File: src/rtl/text_terminal_writer_pkg.sv
// Shared definitions for the text terminal writer: control codes, FSM state,
// write-position source select and a width helper.
package text_terminal_writer_pkg;

  localparam logic [7:0] CHAR_BS = 8'h08;
  localparam logic [7:0] CHAR_LF = 8'h0A;
  localparam logic [7:0] CHAR_FF = 8'h0C;
  localparam logic [7:0] CHAR_CR = 8'h0D;

  typedef enum logic {
    IDLE  = 1'b0,
    CLEAR = 1'b1
  } state_t;

  // Which counter supplies the registered write position.
  typedef enum logic [1:0] {
    SRC_CURSOR = 2'd0,
    SRC_BACK   = 2'd1,
    SRC_SWEEP  = 2'd2
  } wr_src_t;

  // Index width that stays at least one bit for single-entry dimensions.
  function automatic int unsigned clog2_min1(input int unsigned n);
    return (n > 1) ? $clog2(n) : 1;
  endfunction

endpackage

File: src/rtl/cursor_counter.sv
// 2-D column/row position counter with home, carriage-return, line-feed,
// step-back-in-row and increment operations (priority in that order).
//
// Ports:
//   clk_i, rst_i   clock, asynchronous active-high reset
//   home_i         go to (0,0)
//   cr_i           x = 0
//   lf_i           x = 0, y + 1 (row wraps)
//   back_i         x - 1 when x > 0, otherwise no change
//   inc_i          advance one cell; end-of-row behaviour set by WRAP_EN
//   x_o, y_o       current position
//   nx_o, ny_o     position after this cycle's operation
module cursor_counter
  import text_terminal_writer_pkg::*;
#(
  parameter int unsigned COLS    = 12,
  parameter int unsigned ROWS    = 2,
  parameter bit          WRAP_EN = 1'b1,
  parameter int unsigned XW      = clog2_min1(COLS),
  parameter int unsigned YW      = clog2_min1(ROWS)
) (
  input  logic          clk_i,
  input  logic          rst_i,
  input  logic          home_i,
  input  logic          cr_i,
  input  logic          lf_i,
  input  logic          back_i,
  input  logic          inc_i,
  output logic [XW-1:0] x_o,
  output logic [YW-1:0] y_o,
  output logic [XW-1:0] nx_o,
  output logic [YW-1:0] ny_o
);

  // Explicit end limits: dimensions need not be powers of two.
  localparam logic [XW-1:0] X_MAX = XW'(COLS - 1);
  localparam logic [YW-1:0] Y_MAX = YW'(ROWS - 1);

  logic [XW-1:0] x_q, x_d;
  logic [YW-1:0] y_q, y_d;
  logic [YW-1:0] y_step;

  // Next row with wrap to the top (no scrolling).
  assign y_step = (y_q == Y_MAX) ? '0 : y_q + YW'(1);

  // Next position from the highest-priority requested operation.
  always_comb begin
    x_d = x_q;
    y_d = y_q;
    if (home_i) begin
      x_d = '0;
      y_d = '0;
    end else if (cr_i) begin
      x_d = '0;
    end else if (lf_i) begin
      x_d = '0;
      y_d = y_step;
    end else if (back_i) begin
      if (x_q != '0) x_d = x_q - XW'(1);
    end else if (inc_i) begin
      if (x_q != X_MAX) begin
        x_d = x_q + XW'(1);
      end else if (WRAP_EN) begin
        x_d = '0;
        y_d = y_step;
      end
    end
  end

  // Position register.
  always_ff @(posedge clk_i or posedge rst_i) begin
    if (rst_i) begin
      x_q <= '0;
      y_q <= '0;
    end else begin
      x_q <= x_d;
      y_q <= y_d;
    end
  end

  assign x_o  = x_q;
  assign y_o  = y_q;
  assign nx_o = x_d;
  assign ny_o = y_d;

endmodule

File: src/rtl/text_terminal_writer.sv
// Text terminal writer: converts a byte stream into character-table writes,
// tracking a cursor, interpreting CR/LF/BS/FF and sweeping a screen clear.
//
// Build option: define TEXT_TERMINAL_AUTOWRAP_EN to wrap the cursor to the
// next row after the last column; otherwise printables stick at the last
// column until CR, LF or clear.
//
// Ports:
//   i_clk, i_rst                 clock, asynchronous active-high reset
//   i_char, i_char_dv, o_ready   character input handshake (o_ready is comb)
//   i_clear                      one-cycle clear-screen request
//   o_wr_en, o_wr_character,
//   o_wr_x_pos, o_wr_y_pos       registered character-table write port
//   o_cursor_x, o_cursor_y       current cursor position
//   o_busy                       clear sweep in progress
module text_terminal_writer
  import text_terminal_writer_pkg::*;
#(
  parameter int unsigned CHAR_BUFF_COLUMNS = 12,
  parameter int unsigned CHAR_BUFF_ROWS    = 2,
  parameter int unsigned FONT_NUM_CHAR     = 256,
  parameter logic [7:0]  BLANK_CHAR        = 8'h20,
  localparam int unsigned CW = clog2_min1(FONT_NUM_CHAR),
  localparam int unsigned XW = clog2_min1(CHAR_BUFF_COLUMNS),
  localparam int unsigned YW = clog2_min1(CHAR_BUFF_ROWS)
) (
  input  logic          i_clk,
  input  logic          i_rst,
  input  logic [CW-1:0] i_char,
  input  logic          i_char_dv,
  output logic          o_ready,
  input  logic          i_clear,
  output logic          o_wr_en,
  output logic [CW-1:0] o_wr_character,
  output logic [XW-1:0] o_wr_x_pos,
  output logic [YW-1:0] o_wr_y_pos,
  output logic [XW-1:0] o_cursor_x,
  output logic [YW-1:0] o_cursor_y,
  output logic          o_busy
);

`ifdef TEXT_TERMINAL_AUTOWRAP_EN
  localparam bit AUTOWRAP = 1'b1;
`else
  localparam bit AUTOWRAP = 1'b0;
`endif

  localparam logic [XW-1:0] X_MAX   = XW'(CHAR_BUFF_COLUMNS - 1);
  localparam logic [YW-1:0] Y_MAX   = YW'(CHAR_BUFF_ROWS - 1);
  localparam logic [CW-1:0] BLANK   = CW'(BLANK_CHAR);
  localparam logic [CW-1:0] CODE_BS = CW'(CHAR_BS);
  localparam logic [CW-1:0] CODE_LF = CW'(CHAR_LF);
  localparam logic [CW-1:0] CODE_FF = CW'(CHAR_FF);
  localparam logic [CW-1:0] CODE_CR = CW'(CHAR_CR);

  state_t        state_q, state_d;
  logic          wr_en_q, wr_en_d;
  logic [CW-1:0] wr_char_q, wr_char_d;
  logic [XW-1:0] wr_x_q, wr_x_d;
  logic [YW-1:0] wr_y_q, wr_y_d;
  wr_src_t       wr_src;

  logic          accept;
  logic          is_bs, is_lf, is_ff, is_cr;
  logic          sweep_last;

  logic          cur_home, cur_cr, cur_lf, cur_back, cur_inc;
  logic [XW-1:0] cur_x, cur_nx;
  logic [YW-1:0] cur_y, cur_ny;

  logic          sw_home, sw_inc;
  logic [XW-1:0] sw_x, sw_nx;
  logic [YW-1:0] sw_y, sw_ny;

  // Reset is included so nothing is offered while held in reset.
  assign o_ready = (state_q == IDLE) && !i_clear && !i_rst;
  assign accept  = i_char_dv && o_ready;

  assign is_bs = (i_char == CODE_BS);
  assign is_lf = (i_char == CODE_LF);
  assign is_ff = (i_char == CODE_FF);
  assign is_cr = (i_char == CODE_CR);

  assign sweep_last = (sw_x == X_MAX) && (sw_y == Y_MAX);

  // Cursor position.
  cursor_counter #(
    .COLS    (CHAR_BUFF_COLUMNS),
    .ROWS    (CHAR_BUFF_ROWS),
    .WRAP_EN (AUTOWRAP)
  ) u_cursor (
    .clk_i  (i_clk),
    .rst_i  (i_rst),
    .home_i (cur_home),
    .cr_i   (cur_cr),
    .lf_i   (cur_lf),
    .back_i (cur_back),
    .inc_i  (cur_inc),
    .x_o    (cur_x),
    .y_o    (cur_y),
    .nx_o   (cur_nx),
    .ny_o   (cur_ny)
  );

  // Clear-sweep position: holds the cell currently being blanked.
  cursor_counter #(
    .COLS    (CHAR_BUFF_COLUMNS),
    .ROWS    (CHAR_BUFF_ROWS),
    .WRAP_EN (1'b1)
  ) u_sweep (
    .clk_i  (i_clk),
    .rst_i  (i_rst),
    .home_i (sw_home),
    .cr_i   (1'b0),
    .lf_i   (1'b0),
    .back_i (1'b0),
    .inc_i  (sw_inc),
    .x_o    (sw_x),
    .y_o    (sw_y),
    .nx_o   (sw_nx),
    .ny_o   (sw_ny)
  );

  // Next state, counter operations and write request.
  always_comb begin
    state_d   = state_q;
    wr_en_d   = 1'b0;
    wr_char_d = BLANK;
    wr_src    = SRC_CURSOR;
    cur_home  = 1'b0;
    cur_cr    = 1'b0;
    cur_lf    = 1'b0;
    cur_back  = 1'b0;
    cur_inc   = 1'b0;
    sw_home   = 1'b0;
    sw_inc    = 1'b0;

    unique case (state_q)
      IDLE: begin
        // i_clear blocks o_ready, so a same-cycle character is never taken.
        if (i_clear || (accept && is_ff)) begin
          state_d = CLEAR;
          sw_home = 1'b1;
          wr_en_d = 1'b1;
          wr_src  = SRC_SWEEP;
        end else if (accept) begin
          if (is_cr) begin
            cur_cr = 1'b1;
          end else if (is_lf) begin
            cur_lf = 1'b1;
          end else if (is_bs) begin
            if (cur_x != '0) begin
              cur_back = 1'b1;
              wr_en_d  = 1'b1;
              wr_src   = SRC_BACK;
            end
          end else begin
            cur_inc   = 1'b1;
            wr_en_d   = 1'b1;
            wr_char_d = i_char;
          end
        end
      end

      CLEAR: begin
        if (sweep_last) begin
          state_d  = IDLE;
          cur_home = 1'b1;
        end else begin
          sw_inc  = 1'b1;
          wr_en_d = 1'b1;
          wr_src  = SRC_SWEEP;
        end
      end

      default: state_d = IDLE;
    endcase
  end

  // Write position select.
  always_comb begin
    wr_x_d = cur_x;
    wr_y_d = cur_y;
    unique case (wr_src)
      SRC_BACK: begin
        wr_x_d = cur_nx;
        wr_y_d = cur_ny;
      end
      SRC_SWEEP: begin
        wr_x_d = sw_nx;
        wr_y_d = sw_ny;
      end
      default: begin
        wr_x_d = cur_x;
        wr_y_d = cur_y;
      end
    endcase
  end

  // State and write-port registers.
  always_ff @(posedge i_clk or posedge i_rst) begin
    if (i_rst) begin
      state_q   <= IDLE;
      wr_en_q   <= 1'b0;
      wr_char_q <= '0;
      wr_x_q    <= '0;
      wr_y_q    <= '0;
    end else begin
      state_q   <= state_d;
      wr_en_q   <= wr_en_d;
      wr_char_q <= wr_char_d;
      wr_x_q    <= wr_x_d;
      wr_y_q    <= wr_y_d;
    end
  end

  assign o_wr_en        = wr_en_q;
  assign o_wr_character = wr_char_q;
  assign o_wr_x_pos     = wr_x_q;
  assign o_wr_y_pos     = wr_y_q;
  assign o_cursor_x     = cur_x;
  assign o_cursor_y     = cur_y;
  assign o_busy         = (state_q == CLEAR);

endmodule

File: config.mk
export PLATFORM = sky130hd
export DESIGN_NAME = text_terminal_writer
export DESIGN_NICKNAME = d
export VERILOG_FILES = /design/src/rtl/text_terminal_writer_pkg.sv /design/src/rtl/cursor_counter.sv /design/src/rtl/text_terminal_writer.sv
export SDC_FILE = /design/constraint.sdc
export NUM_CORES = 1
export LEC_CHECK = 0
export BUFFER_PORTS_ARGS = -buffer_cell sky130_fd_sc_hd__buf_2
export CAP_MARGIN = 40
export CORE_MARGIN = 10
export CORE_UTILIZATION = 54
export DETAILED_ROUTE_END_ITERATION = 7
export HOLD_SLACK_MARGIN = 0.12
export PLACE_DENSITY = 0.84
export SETUP_SLACK_MARGIN = 0.3
export SLEW_MARGIN = 5
export SYNTH_ARGS = -nofsm -noshare
export SYNTH_HDL_FRONTEND = slang
export SYNTH_SLANG_ARGS = --single-unit
File: constraint.sdc
create_clock -name i_clk -period 3.9 [get_ports i_clk]
set_clock_uncertainty 0.2 [all_clocks]
set_input_delay 0.975 -clock i_clk [delete_from_list [all_inputs] [get_ports i_clk]]
set_output_delay 0.975 -clock i_clk [all_outputs]
set_load 0.05 [all_outputs]
Word-level counts from Yosys, hierarchy flattened

Cells that the tools add are included.

Bits in latches: 0
Word-level logic and storage cells: 102
Memory bits (read-only): 0
Bits in writable memories: 0
Memories kept: 0
Input port bits: 12
Output and inout port bits: 21
Bits in registers: 25

Shifts and indexed selects: 0
Muxes and demuxes: 69
$mul: 0
Div/mod/pow operators: 0
Order comparisons: 0
Reductions and logical operators: 9
Add/subtract/negate cells: 5
Bitwise gates (word level): 1
Equal/unequal tests: 9

Operators by type and width:

| operator              | count |
|---|---|
| $mux W8               | 6 |
| $mux W1               | 46 |
| $mux W4               | 10 |
| $eq A8 B4 Y1 const B  | 4 |
| $add A4 B1 Y4 const B | 2 |
| $ne A4 B4 Y1 const B  | 2 |
| $pmux W4 S2           | 1 |
| $pmux W1 S2           | 3 |
| $logic_and A1 B1 Y1   | 5 |
| $eq A4 B4 Y1 const B  | 1 |
| $mux W2               | 2 |
| $pmux W2 S2           | 1 |
| $reduce_bool A4 Y1    | 1 |
| $sub A4 B1 Y4 const B | 1 |
| $add A1 B1 Y1 const B | 2 |
| $eq A2 B1 Y1 const B  | 1 |
| $eq A2 B2 Y1 const B  | 1 |
| $logic_not A1 Y1      | 2 |
| $logic_or A1 B1 Y1    | 1 |
| $not A1 Y1            | 1 |

Depth between registers and ports, before layout

Word-level depth: 14
Mapped depth: 12
Gate-level depth less buffers: 11

Cells and area by module

From an unflattened synthesis, not the netlist that was laid out.

Cell total of the unflattened synthesis: 167
Area, all modules: 1,551.5 um^2

Modules (own cells, without submodules):

| module                     | cells an instance | area each (um^2) | instances | seq. area each (um^2) |
|---|---|---|---|---|
| text_terminal_writer       | 77                | 768.2            | 1         | 375.4 |
| cursor_counter at u_sweep  | 50                | 426.7            | 1         | 125.1 |
| cursor_counter at u_cursor | 40                | 356.6            | 1         | 125.1 |

Worst setup path after synthesis

OpenSTA, ideal clock, no wires.

Kind: input -> register
From: in i_char[3]
To: reg wr_y_q (netlist: o_wr_y_pos)
Path buffers: 1
Data required time: 3,575 ps
Slack: 593 ps
Stages: 8
Library setup time: 125 ps
Arrival time: 2,982 ps
Cell sequence: buf_4 > or4b_4 > nor3_1 > and2_1 > inv_1 > ha_1 > inv_1 > mux2_2

Cells in the longest elaborated chain, start to end: 10
Elaborated cells on any way between the ends: 30
Classes of those cells: 6 x eq/ne; 22 x mux; 2 x reduce/logical

RTL lines:

| element              | line                        | source |
|---|---|---|
| start, declared      | text_terminal_writer.sv:29  | `input logic [CW-1:0] i_char,` |
| $eq A8 B4 Y1         | text_terminal_writer.sv:80  | `assign is_lf = (i_char == CODE_LF);` |
| $mux W1              | text_terminal_writer.sv:149 | `end else if (is_lf) begin` |
| $mux W1              | text_terminal_writer.sv:147 | `if (is_cr) begin` |
| $mux W1              | text_terminal_writer.sv:146 | `end else if (accept) begin` |
| $mux W1              | text_terminal_writer.sv:141 | `if (i_clear \|\| (accept && is_ff)) begin` |
| $mux W1              | text_terminal_writer.sv:138 | `unique case (state_q)` |
| $mux W1              | cursor_counter.sv:55        | `end else if (lf_i) begin` |
| $mux W1              | cursor_counter.sv:53        | `end else if (cr_i) begin` |
| $mux W1              | cursor_counter.sv:50        | `if (home_i) begin` |
| $pmux W1 S2 *        | text_terminal_writer.sv:184 | `unique case (wr_src)` |
| via wr_y_d           | text_terminal_writer.sv:60  | `logic [YW-1:0] wr_y_q, wr_y_d;` |
| end signal, assigned | text_terminal_writer.sv:213 | `wr_y_q <= wr_y_d;` |
| end, declared        | text_terminal_writer.sv:60  |  |

Mark *: on every way through the listed nets, which the timed path passes. The rest lies on a longest branch.

Final worst setup path

From: in i_char[5]
To: reg wr_y_q (netlist: o_wr_y_pos)

The elaborated chain is that of the path after synthesis.

==> run summary <==
status = finished clean
Post-synth EDFFs = 0
Synth area leaders = dfrtp_1 (40%), ha_1 (4.7%), nor2_1 (3.6%), mux2i_1 (3.2%), a31oi_1 (2.4%)
share of layout cells above drive strength 1 = 25.9%
Arrival @ worst endpoint = 3.15 ns
Max Cap Viol = 0
initial core utilization = 56.9%
first-pass GRT wire length = 6860 µm
Synthesized Nets = 188
Slew HR = 43.0%
# nets final = 220
crit path launch type = primary input
logic gate share of total power = 54.0%
Clock Tree Buf Depth = 2
Util after Layout = 64.6%
Net Sw Power = 521 µW
Ys Warns = 0
Clk pin slew, worst setup/hold paths = 0.14 ns
WHS Path Cells = 2
DRC violations left = 0
hold violation count in the final report = 0
post-CTS resize count = 0
Slew @ Worst Pin = 0.843 ns
max-slew violation count = 0
Tot GR Track Use = 15.5%
via count = 1415
Final Instance Count excl. Fillers = 232
r2r startpoint = u_sweep.x_o[0]$_DFF_PP0_
Sw Ratio = 47.9%
via/cell ratio = 6.10
Sink Count = 25
prevailing post-synth register cell = dfrtp_1
peak supply drop = 0.543 mV
area of the core = 2780 µm²
antenna diode count = 0
Die Ht = 74.1 µm
register area share after synthesis = 39.6%
WL final = 3930 µm
Syn Area/Cell = 9.30 µm²
Post-Place Cells = 228
setup ws final = 0.784 ns
Detailed Place HPWL = 3060 µm
FFs w/ async S/R, synth = 100%
Hold Crit Class = reg -> reg
First-pass DRT Iterations = 7
post-synth top area cell = dfrtp_1
clock root buffer = clkbuf_4
Req. time, crit path = 3.93 ns
CTS tree = built
clk_lat worst skew = 0.33 ns
Min Hold Slack = 0.383 ns
initial antenna violation count = 0
count of cell types in the netlist = 50
# setup viols final = 0
Pint = 566 µW
Synth top area share = 39.6%
cts bufs inserted = 3
PD cells = 605 nW/µm²
vias in the first global route = 1375
hold_buf cts = 0
Final Critical Period = 3.12 ns
crit path launch = i_char[5]
# rows = 19
leakage = 0.877 nW
IO Count = 33
Wirelength per Cell = 16.9 µm
I/O Buffers = 32
RSZ-0062 raised after global routing = no
Routed Antenna Nets = 0
area delta synth->final = 13.6%
Reg2Reg Depth = 10
Synth Register Bits = 25
Die X = 74.1 µm
# Post-CTS Setup Buffers = 0
clock share of power = 11.1%
Mapped Area = 1580 µm²
max frequency = 321 MHz
total die area = 5490 µm²
Seq pwr share = 34.9%
Hold Startpoint = u_sweep.y_o$_DFF_PP0_
Final GP Congestion = 0.905
pin count of the biggest net entering global routing = 17
1st-iter DRT viols = 71
critical path type = in -> reg
Post-Synthesis Cells = 170
setup TNS = 0 ns
Final period util = 79.9%
Crit Path Max Fanout = 7
CP endpoint kind = flop
H-tree depth = 1
global route overflow = 0
Place WS = 0.468 ns
==> cells by family after synthesis <==
kind of cell	count (synthesis)	share of synthesized area, %
buffers and inverters	19	5.46
muxes	7	4.59
AOI/OAI and AO/OA	40	18.3
xor gates and xnor gates	2	1.11
and+or+nand+nor	71	26.3
adders and majority gates	6	4.75
DFF	25	39.6
==> power groups by stage <==
stage	Combinational (mW)	Clock [mW]	Sequential (mW)
final	0.587	0.121	0.379
after global routing	0.647	0.135	0.389
after CTS	0.588	0.122	0.379
after detailed placement	0.586	0	0.384
after global placement	0.562	0	0.380
after floorplan	0.324	0	0.510
==> metal layers <==
| layer | part of all wire [%] | track usage, % | vias to the layer above | wire length [µm] |
|---|---|---|---|---|
| met2 | 49 | 23.6 | 47 | 1920 |
| met3 | 6.3 | 3.72 | 8 | 247 |
| met5 | 0 | 0 | - | 0 |
| li1 | - | - | 689 | - |
| met1 | 43 | 20.2 | 671 | 1700 |
| met4 | 1.6 | 7.45 | 0 | 64 |
==> per-stage QoR <==
stage | power [mW] | cell area (µm²)
after CTS | 1.09 | 1800
after detailed placement | 0.970 | 1770
final | 1.09 | 1800
after floorplan | 0.834 | 1580
after global placement | 0.942 | 1750
after global routing | 1.17 | 1800
==> synthesized netlist by cell type, drive strengths merged, types with 5 or more instances <==
library cell	n
nand2	9
inv	10
nor2	15
clkbuf	7
dfrtp	25
a31oi	6
o21ai	7
mux2i	5
nor4	5
and2	6
a21oi	7
ha	6
nor3	7
==> path summary, 6_finish.rpt <==
path / to / slack [ns]
setup / recovery: o_wr_y_pos$_DFF_PP0_ / 0.78
hold / removal: u_sweep.y_o$_DFF_PP0_ / 0.38
setup reg to reg: o_wr_y_pos$_DFF_PP0_ / 1.04
hold reg to reg: u_sweep.y_o$_DFF_PP0_ / 0.38
max in group asynchronous: o_wr_x_pos[2]$_DFF_PP0_ / 2.63
min in group asynchronous: o_wr_character[2]$_DFF_PP0_ / 0.43
==> worst max-delay path, stage by stage <==
cell and delay [ns]:
buf_2 0.12, or4b_4 0.56, nor3_1 0.26, buf_4 0.19, and2_1 0.15, inv_1 0.05
ha_1 0.35, inv_1 0.15, mux2_2 0.35
==> flip-flops by register name, indices dropped and copies added (netlist names) <==
register / count
u_cursor.x_o: 4
u_cursor.y_o: 1
u_sweep.x_o: 4
o_busy: 1
o_wr_en: 1
u_sweep.y_o: 1
o_wr_character: 8
o_wr_x_pos: 4
o_wr_y_pos: 1
==> layout by cell type (no fill, tap or decap), drive strengths merged, types with 3 or more instances in the layout <==
cell	count
nand2b	4
nor4	5
ha	6
nor2	15
o211ai	3
dfrtp	25
clkbuf	3
mux2i	5
nand2	9
inv	10
o21ai	7
nor3b	3
a21oi	7
nor3	7
and2	6
nand3	3
a31oi	6
buf	36
==> area by class of cell <==
cell class	instances	area (µm²)
clock buffers	3	22.5
clock inverters	1	5.00
fillers	244	985
inverters	10	37.5
multi-input cells	126	870
flip-flops and latches	25	626
well taps	31	38.8
repair buffers	36	198
Note: power is estimated with default switching activity, not from simulation.
